**config.mk**
```make
export PLATFORM = sky130hd
export DESIGN_NAME = timer_arb_flat
export DESIGN_NICKNAME = d
export VERILOG_FILES = /design/src/rtl/timer_arb_if.sv /design/src/rtl/timer_arb.sv /design/src/flat_wrapper.sv
export SDC_FILE = /design/constraint.sdc
export NUM_CORES = 1
export LEC_CHECK = 0
export BUFFER_PORTS_ARGS = -buffer_cell sky130_fd_sc_hd__clkbuf_2
export CORE_UTILIZATION = 35
export DETAILED_ROUTE_END_ITERATION = 10
export PLACE_DENSITY = 0.73
export SYNTH_ARGS = -nofsm -noshare
export SYNTH_HDL_FRONTEND = slang
export SYNTH_SLANG_ARGS = --single-unit
```
**constraint.sdc**
```tcl
create_clock -name clk -period 2.5 [get_ports clk]
set_clock_uncertainty 0.2 [all_clocks]
set_input_delay 0.375 -clock clk [delete_from_list [all_inputs] [get_ports clk]]
set_output_delay 0.375 -clock clk [all_outputs]
set_load 0.005 [all_outputs]
```
**src/rtl/timer_arb_if.sv**
```systemverilog
// Timer-side handshake of the timer arbiter: start strobe out,
// valid/value back from the shared timer.
interface timer_arb_if;
    logic        t_en;
    logic        t_valid;
    logic [15:0] t_out;

    modport master (
        output t_en,
        input  t_valid,
        input  t_out
    );

    modport slave (
        input  t_en,
        output t_valid,
        output t_out
    );
endinterface

```
**src/rtl/timer_arb.sv**
```systemverilog
// Round-robin arbiter giving two requesters one timer sample each.
// Optional WAIT timeout enabled by defining TIMER_ARB_TIMEOUT_EN.
module timer_arb #(
    parameter int unsigned TIMEOUT_CYC = 1000
) (
    input  logic        clk,
    input  logic        rst,
    input  logic        req0,
    input  logic        req1,
    output logic        gnt0,
    output logic        gnt1,
    output logic        done0,
    output logic        done1,
    output logic [15:0] data_out,
    output logic        err,
    output logic        busy,
    timer_arb_if.master tmr
);

    typedef enum logic [1:0] {
        IDLE,
        START,
        WAIT,
        DONE
    } state_t;

    state_t state;
    state_t state_nxt;
    logic   owner;
    logic   owner_nxt;
    logic   last;
    logic   timeout_hit;

    // last == 1 after reset so requester 0 wins the first tie
    always_comb begin
        owner_nxt = req1;
        if (req0 && req1) begin
            owner_nxt = ~last;
        end
    end

    always_ff @(posedge clk or negedge rst) begin
        if (!rst) begin
            state    <= IDLE;
            owner    <= 1'b0;
            last     <= 1'b1;
            data_out <= 16'h0000;
        end else begin
            state <= state_nxt;
            if (state == IDLE) begin
                owner <= owner_nxt;
            end
            if (state == DONE) begin
                last <= owner;
            end
            if (state == WAIT && tmr.t_valid) begin
                data_out <= tmr.t_out;
            end
        end
    end

    always_comb begin
        state_nxt = state;
        unique case (state)
            IDLE: begin
                if (req0 || req1) begin
                    state_nxt = START;
                end
            end
            START: begin
                state_nxt = WAIT;
            end
            WAIT: begin
                if (tmr.t_valid || timeout_hit) begin
                    state_nxt = DONE;
                end
            end
            DONE: begin
                state_nxt = IDLE;
            end
            default: begin
                state_nxt = IDLE;
            end
        endcase
    end

    always_comb begin
        busy     = (state != IDLE);
        gnt0     = busy && !owner;
        gnt1     = busy && owner;
        tmr.t_en = (state == START);
        done0    = (state == DONE) && !owner;
        done1    = (state == DONE) && owner;
    end

`ifdef TIMER_ARB_TIMEOUT_EN
    localparam int CW = (TIMEOUT_CYC > 1) ? $clog2(TIMEOUT_CYC) : 1;

    logic [CW-1:0] cnt;
    logic          to_flag;

    assign timeout_hit = (cnt == CW'(TIMEOUT_CYC - 1));

    // held at zero outside WAIT so each WAIT starts counting from 0
    always_ff @(posedge clk or negedge rst) begin
        if (!rst) begin
            cnt     <= '0;
            to_flag <= 1'b0;
        end else begin
            if (state != WAIT) begin
                cnt <= '0;
            end else if (!timeout_hit) begin
                cnt <= cnt + 1'b1;
            end
            if (state == WAIT) begin
                to_flag <= timeout_hit && !tmr.t_valid;
            end else if (state == IDLE) begin
                to_flag <= 1'b0;
            end
        end
    end

    assign err = (state == DONE) && to_flag;
`else
    logic unused_timeout;

    assign unused_timeout = ^TIMEOUT_CYC;
    assign timeout_hit    = 1'b0;
    assign err            = 1'b0;
`endif

endmodule

```
**src/flat_wrapper.sv**
```systemverilog
// flat-port wrapper written by rule: the top's interface ports become plain ports
module timer_arb_flat 
#(
    parameter int unsigned TIMEOUT_CYC = 1000
)
  (clk, rst, req0, req1, gnt0, gnt1, done0, done1, data_out, err, busy, tmr_t_en, tmr_t_valid, tmr_t_out);
  timer_arb_if tmr_i ();
  input  logic clk;
  input  logic rst;
  input  logic req0;
  input  logic req1;
  output logic gnt0;
  output logic gnt1;
  output logic done0;
  output logic done1;
  output logic [15:0] data_out;
  output logic err;
  output logic busy;
  output wire logic [$bits(tmr_i.t_en)-1:0] tmr_t_en;
  input wire logic [$bits(tmr_i.t_valid)-1:0] tmr_t_valid;
  input wire logic [$bits(tmr_i.t_out)-1:0] tmr_t_out;
  assign tmr_t_en = tmr_i.t_en;
  assign tmr_i.t_valid = tmr_t_valid;
  assign tmr_i.t_out = tmr_t_out;
  timer_arb #(.TIMEOUT_CYC(TIMEOUT_CYC)) u_core (.clk(clk), .rst(rst), .req0(req0), .req1(req1), .gnt0(gnt0), .gnt1(gnt1), .done0(done0), .done1(done1), .data_out(data_out), .err(err), .busy(busy), .tmr(tmr_i));
endmodule
```
==> summary.txt, run 1 <==
Final layout
  – Final cell count without fillers: 134
  – N_diodes: 0
  – Design Area, Final: 1140 um2
  – Layout cells sized above 1: 62.3%
  – Syn-to-layout area delta: 32.4%
  – # fillers: 204
  – Final nets: 133

Detailed routing
  – Vias: 604
  – DRT iter0 DRCs: 3
  – Detail Route Antenna Nets: 0
  – Initial DRT Pass Iterations: 4
  – DRC: 0
  – WL final: 1460 um
  – Vias per Instance: 4.51
  – Detailed-route wire length per cell: 10.9 um

Power and ir drop
  – Sequential Power Share: 43.2%
  – Int Power: 0.934 mW
  – Sw Pwr: 0.420 mW
  – Switch share: 31.0%
  – Largest vdd supply drop: 685 uV
  – Power Dens Cells: 1190 nW/um2
  – Pleak: 0.599 nW
  – Share of total power in the clock network: 13.3%
  – Combinational share of power: 43.5%

Synthesis
  – Prevailing post-synth register cell: dfrtp_1
  – Synthesis warning total: 0
  – Synth top cells by count: dfrtp_1, mux2_2, ha_1
  – Synthesized net count: 87
  – Async SR Flop Fraction: 100%
  – Synthesized flop and latch total: 20
  – Synth Instances: 61
  – Library cells used by synthesis: 18
  – EDFF count, synth: 0
  – Avg Cell Area, Syn: 14.1 um2
  – Seq/Total Area, Yosys: 58.2%
  – Synth area leaders: dfrtp_1, mux2_2, ha_1
  – Top-count cell post-synth: dfrtp_1
  – Synth top area share: 55.2%
  – Leading area contributor after synthesis: dfrtp_1
  – Mapped Area: 862 um2

Placed design
  – Placer Congestion: 0.735
  – Post-DP Area: 1090 um2
  – Post-DP HPWL: 1150 um
  – I/O Buffers: 42
  – Placed instance count: 129

Floorplan
  – Core region area: 2280 um2
  – Die area: 2670 um2
  – # rows: 17
  – Die Wd: 51.6 um
  – Initial Utilization: 37.9%
  – Die Span Y: 51.6 um
  – I/O pins: 44

Clock network
  – Root buf cell: clkbuf_4
  – Clock Latency Late Sink: 0.29 ns
  – Max clock buf depth: 2
  – Clock slew at reported path FFs: 0.11 ns
  – H-tree depth: 1
  – TritonCTS clock tree: built
  – # Post-CTS Setup Buffers: 0
  – CTS sink cnt: 20
  – TritonCTS Buffers: 3

Worst setup path
  – Worst-path fanout max: 16
  – Crit end category: register
  – CP Class: reg -> reg
  – Worst EP required: 2.48 ns
  – CP startpoint kind: register
  – Worst Path Arrival: 1.93 ns

GRT
  – Global-route wire length before repair: 2220 um
  – Gr usage total: 11.3%
  – Largest net degree at the start of global routing: 21
  – Gr ovfl total: 0
  – Vias in the first global route: 530
  – Initial antenna violation count: 0

STA
  – Tcrit/Tclk final: 77.8%
  – Transition time of the tightest slew-check pin: 0.644 ns
  – WHS: 0.107 ns
  – Hold Vio Cnt, Final: 0
  – Final Slew Violations: 0
  – Headroom to the max-slew limit: 57.0%
  – Fmax achieved: 514 MHz
  – Fin crit period: 1.94 ns
  – RSZ-0062 raised after global routing: no
  – Setup TNS: 0 ns
  – Setup violations, final: 0

Status
  – Status: completed

Job
  – Max cap viols: 0

Worst hold path
  – Tightest Hold Check Type: in -> reg
## path summary, 6_finish.rpt
path,slack [ns],to,cells after the start,from
max,0.56,u_core.data_out[6]$_DFFE_PN0P_,4,u_core.state[0]$_DFFE_PN0P_
min,0.11,u_core.data_out[8]$_DFFE_PN0P_,2,tmr_t_out[8]
max reg2reg,0.56,u_core.data_out[6]$_DFFE_PN0P_,4,u_core.state[0]$_DFFE_PN0P_
min reg2reg,0.32,u_core.data_out[8]$_DFFE_PN0P_,1,u_core.data_out[8]$_DFFE_PN0P_
max in group asynchronous,1.39,u_core.last$_DFFE_PN1N_,2,rst
min in group asynchronous,0.36,u_core.data_out[13]$_DFFE_PN0P_,2,rst
## cell families (layout without fill, tap and decap cells)
family	Yosys count	after routing	synth area share, %
flip-flops	20	20	58.2
multiplexers	18	18	23.9
AND/OR/NAND/NOR	7	7	3.77
buffers and inverters	7	52	3.63
adder cells (fa/ha/maj)	5	5	7.26
AO/OA/AOI/OAI	3	3	2.76
other	1	1	0.435
## sequential cells by signal (all words and copies together) (netlist names)
signal and cells:
u_core.owner 1, u_core.data_out 16, u_core.state 2, u_core.last 1
## routing by layer
layer / track usage, % / vias up / part of all wire, %
met1: 12.9 / 291 / 39
met3: 1.17 / 2 / 3.8
met5: 0 / - / 0
met2: 20.1 / 16 / 56
li1: - / 295 / -
met4: 6.76 / 0 / 1.1
## final cells by class
class	instances	area (um2)	share of cell area, %
timing repair buffer	43	220	19.3
multi-input combinational	34	329	28.8
clock buffer	4	36.3	3.18
sequential	20	502	44.0
inverter	5	18.8	1.64
tap	28	35.0	3.07
## metrics by stage
step | total power [mW] | setup slack [ns] | utilization (%)
after floorplan | 0.938 | 0.746 | -
after global placement | 1.17 | 0.604 | 48.1
after detailed placement | 1.19 | 0.524 | 48.1
after CTS | 1.38 | 0.511 | 50.1
after global routing | 1.47 | 0.429 | 50.1
final | 1.35 | 0.555 | 50.1
## critical path, cell delays in order (launching register included)
cell and delay, ns:
dfrtp_1 0.41, inv_1 0.10, ha_1 0.23, nand2_1 0.49, mux2_2 0.41
## timing repair
action / CTS / global route
hold buffers: 1 / 0
hold endpoints to repair: 19 / 0
gates resized for setup: 0 / 0
setup endpoints to repair: 0 / 0
## power groups by stage
stage / Sequential, mW / Combinational, mW / Clock, mW
2_1_floorplan: 0.597 / 0.342 / 0
3_3_place_gp: 0.589 / 0.579 / 0
3_5_place_dp: 0.593 / 0.600 / 0
4_1_cts: 0.586 / 0.603 / 0.192
5_1_grt: 0.604 / 0.658 / 0.208
6_report: 0.584 / 0.589 / 0.180
## layout by cell type (no fill, tap or decap), drive strengths merged
master / n
o21ai: 1
nand3: 1
dfrtp: 19
o22a: 1
clkbuf: 46
nand2: 2
inv: 5
ha: 5
nor2: 2
dlygate4sd3: 1
o32a: 1
dfstp: 1
mux2: 18
conb: 1
nor2b: 1
and2: 1
Power figures use the tool's default switching activity.
==> run 2, diff against run 1 <==
--- a/config.mk
+++ b/config.mk
@@ -8,7 +8,7 @@
 export BUFFER_PORTS_ARGS = -buffer_cell sky130_fd_sc_hd__clkbuf_2
 export CORE_UTILIZATION = 35
 export DETAILED_ROUTE_END_ITERATION = 10
-export PLACE_DENSITY = 0.73
+export PLACE_DENSITY = 0.76
 export SYNTH_ARGS = -nofsm -noshare
 export SYNTH_HDL_FRONTEND = slang
 export SYNTH_SLANG_ARGS = --single-unit
==> constraint.sdc (replaced) <==
create_clock -name clk -period 1.7 [get_ports clk]
set_clock_uncertainty 0.2 [all_clocks]
set_input_delay 0.255 -clock clk [delete_from_list [all_inputs] [get_ports clk]]
set_output_delay 0.255 -clock clk [all_outputs]
set_load 0.005 [all_outputs]
==> run 2 against run 1 <==
  * Critical endpoint is now gnt1
  * Power up 75%
  * Largest power group unchanged
  * Sequential cell count unchanged
  * The run now ends with negative setup slack left
  * Highest routed layer unchanged
  * Cell count grew 19%
==> summary.txt, run 2 (synthesized netlist as in run 1, its figures left out) <==
Placed design
  – Setup slack after placement: -0.00623 ns
  – I/O Buffers: 42
  – Post-DP HPWL: 1250 um
  – Placed instance count: 133
  – Post-DP Area: 1140 um2
  – Placer Congestion: 0.883

Final layout
  – Design Area, Final: 1460 um2
  – Layout cells sized above 1: 64.1%
  – Syn-to-layout area delta: 69.7%
  – Final cell count without fillers: 159
  – N_diodes: 0
  – Commonest cells after routing, fill and taps aside: clkbuf_2, dfrtp_1, dlygate4sd3_1
  – Final core occ: 64.3%
  – Largest registers: u_core.data_out (16), u_core.state (2)
  – Commonest non-fill, non-tap cell in the layout: clkbuf_2
  – Largest register by flop count: u_core.data_out
  – Number of flip-flops in the largest register: 16
  – Final nets: 158

Detailed routing
  – Detailed-route wire length per cell: 12.8 um
  – Detail Route Antenna Nets: 0
  – Initial DRT Pass Iterations: 5
  – Vias per Instance: 4.50
  – DRT iter0 DRCs: 4
  – Vias: 716
  – DRC: 0
  – WL final: 2030 um

Clock network
  – Clock Latency Late Sink: 0.30 ns
  – Max clock buf depth: 2
  – Root buf cell: clkbuf_4
  – CTS sink cnt: 20
  – TritonCTS Buffers: 3
  – H-tree depth: 1
  – TritonCTS clock tree: built
  – Clock slew at reported path FFs: 0.11 ns

Floorplan
  – Initial Utilization: 37.9%
  – Core region area: 2280 um2
  – # rows: 17
  – I/O pins: 44
  – Die Wd: 51.6 um
  – Die area: 2670 um2
  – Die Span Y: 51.6 um

Status
  – Failing checks: negative setup slack
  – Status: finished with violations

Power and ir drop
  – Pleak: 0.732 nW
  – Sw Pwr: 0.760 mW
  – Largest vdd supply drop: 1020 uV
  – Share of total power in the clock network: 11.6%
  – Total power: 2.37 mW
  – Sequential Power Share: 36.9%
  – Int Power: 1.61 mW
  – Switch share: 32.0%
  – Combinational share of power: 51.5%
  – Power Dens Cells: 1620 nW/um2

GRT
  – Vias in the first global route: 709
  – Global-route wire length before repair: 2970 um
  – GR met1 Demand/Resource: 15.7%
  – Largest net degree at the start of global routing: 21
  – Gr ovfl total: 0
  – Gr usage total: 15.6%
  – Initial antenna violation count: 0
  – GR peak layer: met2
  – Met2 Use GR: 29.2%
  – Met3 Usage GRT: 5.56%

STA
  – RSZ-0062 raised after global routing: yes
  – Fmax achieved: 580 MHz
  – Final Slew Violations: 0
  – WHS: 0.0619 ns
  – Tcrit/Tclk final: 101%
  – Setup violations, final: 1
  – Fin crit period: 1.72 ns
  – Hold Vio Cnt, Final: 0
  – Setup TNS: -0.0237 ns
  – Final worst setup slack: -0.0237 ns

Worst hold path
  – Min-delay src: req0
  – Worst hold path cell count: 4
  – Tightest Hold Check Type: in -> reg

Worst setup path
  – CP Class: reg -> out
  – CP startpoint kind: register
  – CP startpoint: u_core.state[1]$_DFFE_PN0P_
  – Crit end category: output port
  – Reg-to-reg startpoint: u_core.state[0]$_DFFE_PN0P_
  – Worst EP required: 1.24 ns
  – Worst Path Arrival: 1.27 ns
  – Worst r2r path cells: 5
  – Worst-path fanout max: 3

Job
  – Max cap viols: 0
==> run 2: cell count changes in the layout (fill, tap and decap cells not counted), sizes merged <==
cell / delta
dlygate4sd3: +17
buf: +8
==> run 2: worst max-delay path, stage by stage (launching register included) <==
cell and delay, ns:
dfrtp_1 0.42, inv_2 0.06, buf_6 0.12, ha_4 0.16, nor2_2 0.09, buf_2 0.12
==> run 2: repair_timing <==
action,CTS,global route
endpoints found under the setup margin,5,21
resized for setup,10,6
cloned,0,1
hold endpoints to repair,36,0
hold buffers,18,0
setup buffers,3,0
pin swaps,2,1
==> run 2: area by class of cell <==
| cell class | instances | area (um2) |
|---|---|---|
| multi-input combinational | 34 | 379 |
| fill | 184 | 813 |
| tap | 28 | 35.0 |
| inverter | 5 | 18.8 |
| clock buffer | 4 | 36.3 |
| sequential | 20 | 502 |
| timing repair buffer | 68 | 492 |
==> run 2: power by group through the flow <==
stage / Sequential [mW] / Combinational [mW] / Clock, mW
2_1_floorplan: 0.879 / 0.512 / 0
3_3_place_gp: 0.860 / 0.941 / 0
3_5_place_dp: 0.876 / 0.979 / 0
4_1_cts: 0.868 / 1.14 / 0.287
5_1_grt: 0.908 / 1.34 / 0.301
6_report: 0.875 / 1.22 / 0.276
==> run 2: worst paths after layout <==
kind	to	slack [ns]
setup / recovery	gnt1	-0.02
hold / removal	u_core.owner$_DFFE_PN0N_	0.06
setup reg to reg	u_core.state[1]$_DFFE_PN0P_	0.03
hold reg to reg	u_core.data_out[15]$_DFFE_PN0P_	0.32
max in group asynchronous	u_core.last$_DFFE_PN1N_	0.71
min in group asynchronous	u_core.data_out[10]$_DFFE_PN0P_	0.24
==> run 2: per-layer routing <==
metal,up-vias,wire [um]
met3,4,118
met5,-,0
li1,344,-
met2,34,1120
met1,334,759
met4,0,36
==> run 3, diff against run 2 <==
--- a/config.mk
+++ b/config.mk
@@ -6,9 +6,10 @@
 export NUM_CORES = 1
 export LEC_CHECK = 0
 export BUFFER_PORTS_ARGS = -buffer_cell sky130_fd_sc_hd__clkbuf_2
-export CORE_UTILIZATION = 35
+export CORE_UTILIZATION = 30
+export CTS_BUF_LIST = sky130_fd_sc_hd__clkbuf_2 sky130_fd_sc_hd__clkbuf_4 sky130_fd_sc_hd__clkbuf_8
 export DETAILED_ROUTE_END_ITERATION = 10
-export PLACE_DENSITY = 0.76
+export PLACE_DENSITY = 0.68
 export SYNTH_ARGS = -nofsm -noshare
 export SYNTH_HDL_FRONTEND = slang
 export SYNTH_SLANG_ARGS = --single-unit
==> run 3 against run 2 <==
  * Sequential cell count is the same
  * Sequential share of layout area is 0.66 points lower
  * Non-clock buffer count did not move
  * Final area up 2.0%
  * Count of clock-buffer cells in the layout decreased by 1
  * The run still ends with negative setup slack left
  * Hold slack got worse by 0.049 ns
  * Critical endpoint is now done1
==> summary.txt, run 3 (synthesized netlist as in run 1, its figures left out) <==
Status
  – Status: finished with violations
  – Failing checks: negative setup slack

Placed design
  – Setup slack after placement: -0.00986 ns
  – I/O Buffers: 42
  – Post-DP HPWL: 1270 um
  – Placer Congestion: 0.727
  – Placed instance count: 136

Worst setup path
  – Max stage delay on crit path: 0.45 ns
  – Crit end category: output port
  – Slowest CP cell: dfrtp_1
  – Worst EP required: 1.24 ns
  – Crit-path cells: buf_6 -> ha_4 -> and2_1 -> clkbuf_2
  – CP startpoint kind: register
  – Worst-path fanout max: 3
  – CP Class: reg -> out
  – Worst Path Arrival: 1.26 ns

Clock network
  – H-tree depth: 1
  – Clock slew at reported path FFs: 0.11 ns
  – Max clock buf depth: 2
  – Clock Latency Late Sink: 0.29 ns
  – Root buf cell: clkbuf_4
  – TritonCTS Buffers: 3
  – TritonCTS clock tree: built
  – CTS sink cnt: 20

STA
  – Headroom to the max-slew limit: 66.3%
  – Hold Vio Cnt, Final: 0
  – Final worst setup slack: -0.0163 ns
  – Tcrit/Tclk final: 101%
  – Fin crit period: 1.72 ns
  – RSZ-0062 raised after global routing: yes
  – Fmax achieved: 583 MHz
  – Setup violations, final: 4
  – WHS: 0.0133 ns
  – Final Slew Violations: 0
  – Transition time of the tightest slew-check pin: 0.505 ns

Detailed routing
  – Initial DRT Pass Iterations: 4
  – Detailed-route wire length per cell: 12.7 um
  – DRT iter0 DRCs: 7
  – Vias: 729
  – WL final: 2060 um
  – DRC: 0
  – Vias per Instance: 4.50
  – Detail Route Antenna Nets: 0

Final layout
  – Final core occ: 54.6%
  – FF+latch area: 502 um2
  – Commonest cells after routing, fill and taps aside: clkbuf_2, dfrtp_1, mux2_2, dlygate4sd3_1, buf_4
  – Layout cells sized above 1: 64.1%
  – N_diodes: 0
  – Final nets: 158
  – Final cell count without fillers: 162
  – # fillers: 240
  – Largest registers: u_core.data_out (16), u_core.state (2)
  – Commonest non-fill, non-tap cell in the layout: clkbuf_2
  – Number of flip-flops in the largest register: 16
  – Largest register by flop count: u_core.data_out
  – Syn-to-layout area delta: 73.0%
  – Area of the multi-input gates: 382 um2

GRT
  – Initial antenna violation count: 0
  – Met2 Use GR: 25.8%
  – Gr usage total: 14.0%
  – Global-route wire length before repair: 3330 um
  – Gr ovfl total: 0
  – Vias in the first global route: 746
  – GR peak layer: met2
  – Met3 Usage GRT: 2.33%
  – Largest net degree at the start of global routing: 21
  – GR met1 Demand/Resource: 14.5%

Power and ir drop
  – Int Power: 1.75 mW
  – Pleak: 0.742 nW
  – Power Dens Cells: 1690 nW/um2
  – Switch share: 30.6%
  – Sw Pwr: 0.773 mW
  – Share of total power in the clock network: 15.5%
  – Largest vdd supply drop: 931 uV
  – Sequential Power Share: 34.5%
  – Combinational share of power: 50.0%

Worst hold path
  – Tightest Hold Check Type: in -> reg

Floorplan
  – I/O pins: 44
  – Initial Utilization: 31.5%
  – Die Wd: 55.6 um
  – Die area: 3090 um2
  – # rows: 19
  – Die Span Y: 55.6 um
  – Core region area: 2730 um2

Job
  – Max cap viols: 0
[run 3: final cells by class]
type,count,share of cell area (%)
flip-flops and latches,20,33.6
repair buffers,68,33.4
multi-input cells,34,25.6
clock buffers,3,1.51
clock inverters,1,2.01
well taps,31,2.60
inverters,5,1.26
[run 3: power groups by stage]
| stage | Sequential (mW) | Clock (mW) | Combinational (mW) |
|---|---|---|---|
| after floorplan | 0.879 | 0 | 0.512 |
| after global placement | 0.857 | 0 | 0.949 |
| after detailed placement | 0.877 | 0 | 0.974 |
| after CTS | 0.864 | 0.401 | 1.16 |
| after global routing | 0.904 | 0.425 | 1.37 |
| final | 0.869 | 0.391 | 1.26 |
[run 3: path summary, 6_finish.rpt]
check | start | end | slack (ns) | cells after the start
worst min register to register | u_core.data_out[10]$_DFFE_PN0P_ | u_core.data_out[10]$_DFFE_PN0P_ | 0.32 | 1
worst max-delay path | u_core.state[1]$_DFFE_PN0P_ | done1 | -0.02 | 4
max in group asynchronous | rst | u_core.last$_DFFE_PN1N_ | 0.67 | 2
worst max register to register | u_core.state[1]$_DFFE_PN0P_ | u_core.state[1]$_DFFE_PN0P_ | 0.01 | 5
worst min-delay path | req1 | u_core.owner$_DFFE_PN0N_ | 0.01 | 3
min in group asynchronous | rst | u_core.data_out[14]$_DFFE_PN0P_ | 0.26 | 2
[run 3: repair_timing]
item	in CTS	in global routing
hold buffers	17	0
buffers inserted	3	1
endpoints found under the setup margin	5	22
cloned	0	1
gates resized for setup	7	7
pin swaps	2	2
hold endpoints to repair	35	0
[run 3: critical path: cells and delay by family (launching register included)]
kind	cells	cell delay (ns)
fa+ha+maj	1	0.15
flops	1	0.45
simple gates	1	0.13
buf+inv	2	0.24
[run 3: per-layer routing]
layer / routed length, um / share of wire (%) / vias to the layer above
met3: 93 / 4.5 / 6
met5: 0 / 0 / -
met4: 55 / 2.7 / 0
li1: - / - / 341
met1: 819 / 40 / 358
met2: 1090 / 53 / 24
[run 3: per-stage QoR]
step | total power, mW | area (um2) | TNS, ns
final | 2.52 | 1490 | -0.0510
after global routing | 2.70 | 1490 | -0.365
after CTS | 2.42 | 1430 | -0.0597
after detailed placement | 1.85 | 1140 | -0.00986
after global placement | 1.81 | 1140 | 0
after floorplan | 1.39 | 867 | 0
